## config.mk

```make
export PLATFORM = sky130hd
export DESIGN_NAME = data_mem_arbiter
export DESIGN_NICKNAME = d
export VERILOG_FILES = /design/src/rtl/data_mem_arbiter.sv
export SDC_FILE = /design/constraint.sdc
export NUM_CORES = 1
export LEC_CHECK = 0
export CELL_PAD_IN_SITES_DETAIL_PLACEMENT = 1
export CELL_PAD_IN_SITES_GLOBAL_PLACEMENT = 2
export CORE_AREA = 2 2 293 179
export DETAILED_ROUTE_END_ITERATION = 8
export DIE_AREA = 0 0 295 181
export PLACE_DENSITY = 0.83
export SYNTH_ARGS = -nofsm -noshare
export SYNTH_HDL_FRONTEND = slang
export SYNTH_SLANG_ARGS = --single-unit
```

## constraint.sdc

```tcl
create_clock -name clock -period 2 [get_ports clock]
set_input_delay 0.4 -clock clock [delete_from_list [all_inputs] [get_ports clock]]
set_output_delay 0.4 -clock clock [all_outputs]
set_load 0.01 [all_outputs]
```

## src/rtl/data_mem_arbiter.sv

```systemverilog
// -----------------------------------------------------------------------------
// data_mem_arbiter
//   Shares one single-port data memory between two requesters (A and B).
//   Each access is a fixed three-state sequence: IDLE (grant), ACCESS
//   (memory strobe) and RESP (one-cycle response strobe to the winner).
//   Addresses with any bit set above bit 9 are rejected: no memory strobe
//   is issued and the response carries rerr=1 with rdata=0.
//
// Parameters
//   PRIO_MODE      0 = round-robin on ties, 1 = port A always wins ties
//
// Ports
//   clock          system clock, rising edge
//   reset          asynchronous, active-low reset
//   a_*/b_*        requester ports: req/we/addr/wdata in,
//                  gnt (combinational), rvalid/rdata/rerr (registered) out
//   mem_*          data-memory side: registered strobes, address and write
//                  data; mem_read_data is a combinational read result
//   busy           high whenever the FSM is not in IDLE
// -----------------------------------------------------------------------------
module data_mem_arbiter #(
   parameter int PRIO_MODE = 0
) (
   input  logic        clock,
   input  logic        reset,

   input  logic        a_req,
   input  logic        a_we,
   input  logic [63:0] a_addr,
   input  logic [63:0] a_wdata,
   output logic        a_gnt,
   output logic        a_rvalid,
   output logic [63:0] a_rdata,
   output logic        a_rerr,

   input  logic        b_req,
   input  logic        b_we,
   input  logic [63:0] b_addr,
   input  logic [63:0] b_wdata,
   output logic        b_gnt,
   output logic        b_rvalid,
   output logic [63:0] b_rdata,
   output logic        b_rerr,

   output logic        mem_memwrite,
   output logic        mem_memread,
   output logic [63:0] mem_add,
   output logic [63:0] mem_write_data,
   input  logic [63:0] mem_read_data,

   output logic        busy
);

   typedef enum logic [1:0] {
      IDLE   = 2'd0,
      ACCESS = 2'd1,
      RESP   = 2'd2
   } state_t;

   state_t      state;
   state_t      state_next;

   // Arbitration
   logic        grant_a;
   logic        grant_b;
   logic        last_b;     // 1 = B was granted most recently

   // Winner's request, selected combinationally in IDLE
   logic        sel_we;
   logic [63:0] sel_addr;
   logic [63:0] sel_wdata;
   logic        sel_err;

   // Transaction context held from the grant edge to the end of RESP
   logic        lat_b;
   logic        lat_we;
   logic        lat_err;

   // Registered memory-side outputs
   logic        mem_write_q;
   logic        mem_read_q;
   logic [63:0] mem_add_q;
   logic [63:0] mem_wdata_q;

   // Registered per-port responses
   logic        a_rvalid_q;
   logic [63:0] a_rdata_q;
   logic        a_rerr_q;
   logic        b_rvalid_q;
   logic [63:0] b_rdata_q;
   logic        b_rerr_q;

   logic [63:0] rsp_data;

   // --------------------------------------------------------------------------
   // Next-state and grant logic
   // --------------------------------------------------------------------------
   always_comb begin
      // NOTE: every signal driven here gets a default first, so no path
      // through the case can leave it unassigned and infer a latch.
      grant_a    = 1'b0;
      grant_b    = 1'b0;
      state_next = state;

      case (state)
         IDLE: begin
            if (a_req && b_req) begin
               // Tie: fixed priority favours A; round-robin favours the port
               // that did not win last time.
               if (PRIO_MODE == 1 || last_b) begin
                  grant_a = 1'b1;
               end else begin
                  grant_b = 1'b1;
               end
            end else begin
               grant_a = a_req;
               grant_b = b_req;
            end
            if (grant_a || grant_b) begin
               state_next = ACCESS;
            end
         end
         ACCESS:  state_next = RESP;
         RESP:    state_next = IDLE;
         default: state_next = IDLE;
      endcase
   end

   // Winner's request fields; only meaningful when a grant is issued.
   assign sel_we    = grant_b ? b_we    : a_we;
   assign sel_addr  = grant_b ? b_addr  : a_addr;
   assign sel_wdata = grant_b ? b_wdata : a_wdata;
   assign sel_err   = |sel_addr[63:10];

   // Read data captured at the end of ACCESS; writes and rejected
   // addresses return zero.
   assign rsp_data  = (lat_we || lat_err) ? 64'd0 : mem_read_data;

   // --------------------------------------------------------------------------
   // State, context and output registers
   // --------------------------------------------------------------------------
   always_ff @(posedge clock or negedge reset) begin
      if (!reset) begin
         state       <= IDLE;
         last_b      <= 1'b1;  // A wins the first tie after reset
         lat_b       <= 1'b0;
         lat_we      <= 1'b0;
         lat_err     <= 1'b0;
         mem_write_q <= 1'b0;
         mem_read_q  <= 1'b0;
         mem_add_q   <= 64'd0;
         mem_wdata_q <= 64'd0;
         a_rvalid_q  <= 1'b0;
         a_rdata_q   <= 64'd0;
         a_rerr_q    <= 1'b0;
         b_rvalid_q  <= 1'b0;
         b_rdata_q   <= 64'd0;
         b_rerr_q    <= 1'b0;
      end else begin
         // NOTE: non-blocking assignments here, so every register samples
         // the pre-edge values regardless of statement order.
         state <= state_next;

         case (state)
            IDLE: begin
               if (grant_a || grant_b) begin
                  last_b      <= grant_b;
                  lat_b       <= grant_b;
                  lat_we      <= sel_we;
                  lat_err     <= sel_err;
                  // The memory write is level-sensitive, so its controls
                  // come straight from flops that change only on this edge
                  // and the next one; a rejected address never strobes.
                  mem_write_q <= sel_we & ~sel_err;
                  mem_read_q  <= ~sel_we & ~sel_err;
                  mem_add_q   <= sel_addr;
                  mem_wdata_q <= sel_wdata;
               end
            end

            ACCESS: begin
               mem_write_q <= 1'b0;
               mem_read_q  <= 1'b0;
               mem_add_q   <= 64'd0;
               mem_wdata_q <= 64'd0;
               a_rvalid_q  <= ~lat_b;
               a_rdata_q   <= lat_b ? 64'd0 : rsp_data;
               a_rerr_q    <= ~lat_b & lat_err;
               b_rvalid_q  <= lat_b;
               b_rdata_q   <= lat_b ? rsp_data : 64'd0;
               b_rerr_q    <= lat_b & lat_err;
            end

            RESP: begin
               a_rvalid_q <= 1'b0;
               a_rdata_q  <= 64'd0;
               a_rerr_q   <= 1'b0;
               b_rvalid_q <= 1'b0;
               b_rdata_q  <= 64'd0;
               b_rerr_q   <= 1'b0;
            end

            default: ;
         endcase
      end
   end

   // --------------------------------------------------------------------------
   // Outputs
   // --------------------------------------------------------------------------
   // Grants are combinational from req, so they are also gated by reset to
   // stay low while reset is asserted.
   assign a_gnt          = grant_a & reset;
   assign b_gnt          = grant_b & reset;

   assign a_rvalid       = a_rvalid_q;
   assign a_rdata        = a_rdata_q;
   assign a_rerr         = a_rerr_q;
   assign b_rvalid       = b_rvalid_q;
   assign b_rdata        = b_rdata_q;
   assign b_rerr         = b_rerr_q;

   assign mem_memwrite   = mem_write_q;
   assign mem_memread    = mem_read_q;
   assign mem_add        = mem_add_q;
   assign mem_write_data = mem_wdata_q;

   assign busy           = (state != IDLE);

endmodule

```

== Yosys cells after proc, flatten, opt, wreduce, memory -nomap -nowiden ==
Cells that the tools add are included.
W data, S select, Z words.

* Bits in registers: 268
* Output and inout bits: 265
* Word-level logic and storage cells: 69
* Input bits: 326

* Reduce and logical (&&, ||, !) cells: 11
* Muxes and demuxes: 30
* Bitwise gates (word level): 9
* Equality and inequality tests: 4

{| class="wikitable"
|+ Operators by type and width
! operator !! count
|-
| $pmux W64 S2 || 4
|-
| $mux W64 || 7
|-
| $reduce_or A54 Y1 || 1
|-
| $pmux W1 S2 || 6
|-
| $mux W1 || 11
|-
| $and A1 B1 Y1 || 6
|-
| $reduce_bool A2 Y1 || 3
|-
| $ne A2 B2 Y1 const B || 2
|-
| $pmux W2 S2 || 1
|-
| $reduce_and A2 Y1 || 2
|-
| $logic_or A1 B1 Y1 || 3
|-
| $not A1 Y1 || 3
|-
| $eq A2 B1 Y1 const B || 1
|-
| $eq A2 B2 Y1 const B || 1
|-
| $logic_not A2 Y1 || 1
|-
| $mux W2 || 1
|-
| $logic_and A1 B1 Y1 || 1
|}

== Depth between registers and ports, before layout ==
* Depth after elaboration: 10
* Gate-level depth with buffers: 9
* Gate-level depth less buffers: 7

== Worst setup path after synthesis ==
Ideal clock, no wire load.

* Kind: reg-to-output
* Start: reg state[0]
* End: out b_gnt
* Slack: 0.017 ns
* Stages on the path, launching flop included: 9
* Required time: 1.600 ns
* Arrival time: 1.583 ns
* Path buffers: 3
* Cells stage by stage: dfrtp_1 > inv_1 > ha_1 > nand2_1 > a21o_1 > buf_2 > buf_6 > buf_2 > nor2_1

* Cells in the longest elaborated chain, start to end: 3

{| class="wikitable"
|+ RTL lines
! what !! line !! text
|-
| start: declaration || 60 || <nowiki>state_t state;</nowiki>
|-
| start signal: assignment || 162 || <nowiki>state <= state_next;</nowiki>
|-
| $logic_not A2 Y1 || 105 || <nowiki>case (state)</nowiki>
|-
| $mux W1 || 105 ||
|-
| $and A1 B1 Y1 || 214 || <nowiki>assign b_gnt = grant_b & reset;</nowiki>
|-
| end: declaration || 40 || <nowiki>output logic b_gnt,</nowiki>
|}

No other way between the ends.

== Worst setup path in the final report ==
Same ends and word-level chain as after synthesis.

==> out/metrics.csv <==
metric;value;unit
status;finished with violations;
failing checks;negative setup slack;
Crit path required time;1.60;ns
WL final;55400;um
setup TNS;-0.0615;ns
die width;295;um
row count;64;
hold_ws;0.407;ns
worst-margin pin slew;0.977;ns
Cell variety after synth;34;
Area Overhead vs Synth;73.9;%
layout cells sized above 1;9.58;%
commonest non-fill, non-tap cell in the layout;clkdlybuf4s50_1;
synthesized cell area;0.0115;mm2
Starting Density;22.8;%
register area share after synthesis;58.2;%
wire per inst;22.2;um
FMAX;485;MHz
gpl congestion;0.944;
Final Cell Area;0.0201;mm2
Final Cycle Share;103;%
worst min path class;in -> reg;
post-synthesis register bit count;268;
I/O Buffers;590;
antenna violations before repair;8;
placed cell area;0.0188;mm2
critical path's top delay family;flip-flops;
Final Util;39.7;%
DRC;0;
Die Area;0.0534;mm2
Pre-Repair DR Iteration Count;4;
area of the multi-input gates;0.00406;mm2
maxcap violations;0;
fillers;5606;
Setup CP Type;reg -> out;
crit path time final;2.06;ns
crit-path max cell delay;0.40;ns
Setup crit start kind;flip-flop;
H-tree levels;1;
Pwr Density;1150;mW/mm2
worst skew pair latency;0.58;ns
height of the die;181;um
Mapped Avg Cell Area;10.2;um2
Total GRT Usage;20.0;%
CTS Sinks;268;
first-pass GRT wire length;80100;um
largest net degree at the start of global routing;138;
Post-synth top flop;dfrtp_1;
Core Region;0.0505;mm2
CTS max path bufs;3;
syn_nets;1466;
register area;0.00671;mm2
Clk pin slew, worst setup/hold paths;0.07;ns
vias in the first global route;12044;
Post-Synthesis Cells;1136;
RSZ-0062 raised after global routing;yes;
Slew HR;34.9;%
Worst VDD drop;0.00107;V
Final Hold Viols;0;
number of synthesized flops with an enable pin;0;
CTS tree;done;
Crit Path Max Fanout;3;
Worst Path Buf+Inv;2;
yosys warns;0;
Vias;11011;
dpl hpwl;42100;um
Crit. End Element;primary output;
gr ovfl total;0;
ys async rst share;100;%
Ports;591;
Worst Path Arrival;1.66;ns
initial DRC count;384;
leakage;8.73;nW
crit-path cells;inv_2 > ha_4 > nand2_4 > a21o_4 > nor2_4 > buf_6;
clock root buffer;clkbuf_16;
Final Skew;0.0217;ns
final setup vio count;1;
Post-Place Setup Slack;-0.924;ns
most frequent cells in the layout;clkdlybuf4s50_1, dfrtp_1, nand2_1;
Detail Route Antenna Nets;0;
CP max-delay cell;dfrtp_1;
total CTS buffers;31;
via-per-instance ratio;4.41;
fin worst setup slack;-0.0615;ns
max-slew violation count;0;
Nets;2103;
cell usage after synthesis, drive strengths merged, types with 2 or more instances:
| master | number | area share (%) |
|---|---|---|
| ha | 4 | 0.43 |
| nand2 | 202 | 6.6 |
| o22ai | 130 | 7.1 |
| buf | 37 | 1.8 |
| nor4 | 26 | 1.4 |
| inv | 137 | 4.5 |
| a21oi | 2 | 0.087 |
| nor3 | 4 | 0.22 |
| nand4 | 6 | 0.33 |
| dfrtp | 267 | 58 |
| mux2 | 2 | 0.20 |
| nor2 | 4 | 0.13 |
| o21ai | 133 | 5.8 |
| mux2i | 129 | 11 |
| clkbuf | 41 | 1.3 |
logic make-up after synthesis:
group	Yosys count	share of synthesized area [%]
AOI/OAI and AO/OA	270	13.4
buffers and inverters	215	7.64
DFF	268	58.2
and+or+nand+nor	248	9.03
muxes	131	11.4
adders and majority gates	4	0.434
registers in the layout, indices dropped and copies added (netlist names), 2 cells and up:
register        count
a_rdata            64
b_rdata            64
mem_add            64
mem_write_data     64
state               2
power by group:
| group | switching (mW) | internal, mW | total (mW) |
|---|---|---|---|
| logic | 5.66 | 4.35 | 10.0 |
| clock network | 2.49 | 3.65 | 6.15 |
| registers | 0.515 | 6.41 | 6.92 |
| total | 8.67 | 14.4 | 23.1 |
repair_timing:
item | CTS | global route
setup endpoints to repair | 17 | 12
cloned | 0 | 1
buffers inserted | 3 | 1
hold buffers | 1 | 0
gates resized for setup | 27 | 15
pin swaps | 1 | 0
hold endpoints to repair | 59 | 0
routing by layer:
layer  wire [um]  global-route usage [%]
met5          30                       0
met4        1840                    7.08
met3        2020                    3.46
met2       28800                    35.5
met1       22800                    24.3
path summary, 6_finish.rpt:
path / slack [ns] / startpoint / to / cells after the start
worst max-delay path: -0.06 / state[0] / b_gnt / 6
worst min-delay path: 0.41 / mem_read_data[18] / a_rdata[18] / 3
worst max register to register: 0.04 / state[0] / mem_memwrite / 9
worst min register to register: 0.48 / mem_add[31] / mem_add[31] / 2
max in group asynchronous: 0.64 / reset / mem_write_data[29] / 3
min in group asynchronous: 0.51 / reset / a_rdata[10] / 3
metrics by stage:
| stage | total power [mW] | std cells |
|---|---|---|
| floorplan | 11.5 | 1136 |
| detailed placement | 16.9 | 2427 |
| finish | 23.1 | 2494 |
| global placement | 16.7 | 2427 |
| global route | 24.3 | 2494 |
| CTS | 23.2 | 2486 |
area by class of cell:
cell class	count	area share, %
Antenna cell	6	0.0749
Clock buffer	40	4.29
Clock inverter	15	1.02
Inverter	137	2.56
Multi-Input combinational cell	653	20.3
Sequential cell	268	33.4
Tap cell	693	4.32
Timing Repair Buffer	682	34.0
tightest hold or removal path, delay by kind of cell:
| family | cells | cell delay (ns) |
|---|---|---|
| and+or+nand+nor | 1 | 0.08 |
| buffers and inverters | 1 | 0.40 |
| AOI/OAI and AO/OA | 1 | 0.06 |
Note: power is estimated with default switching activity, not from simulation.
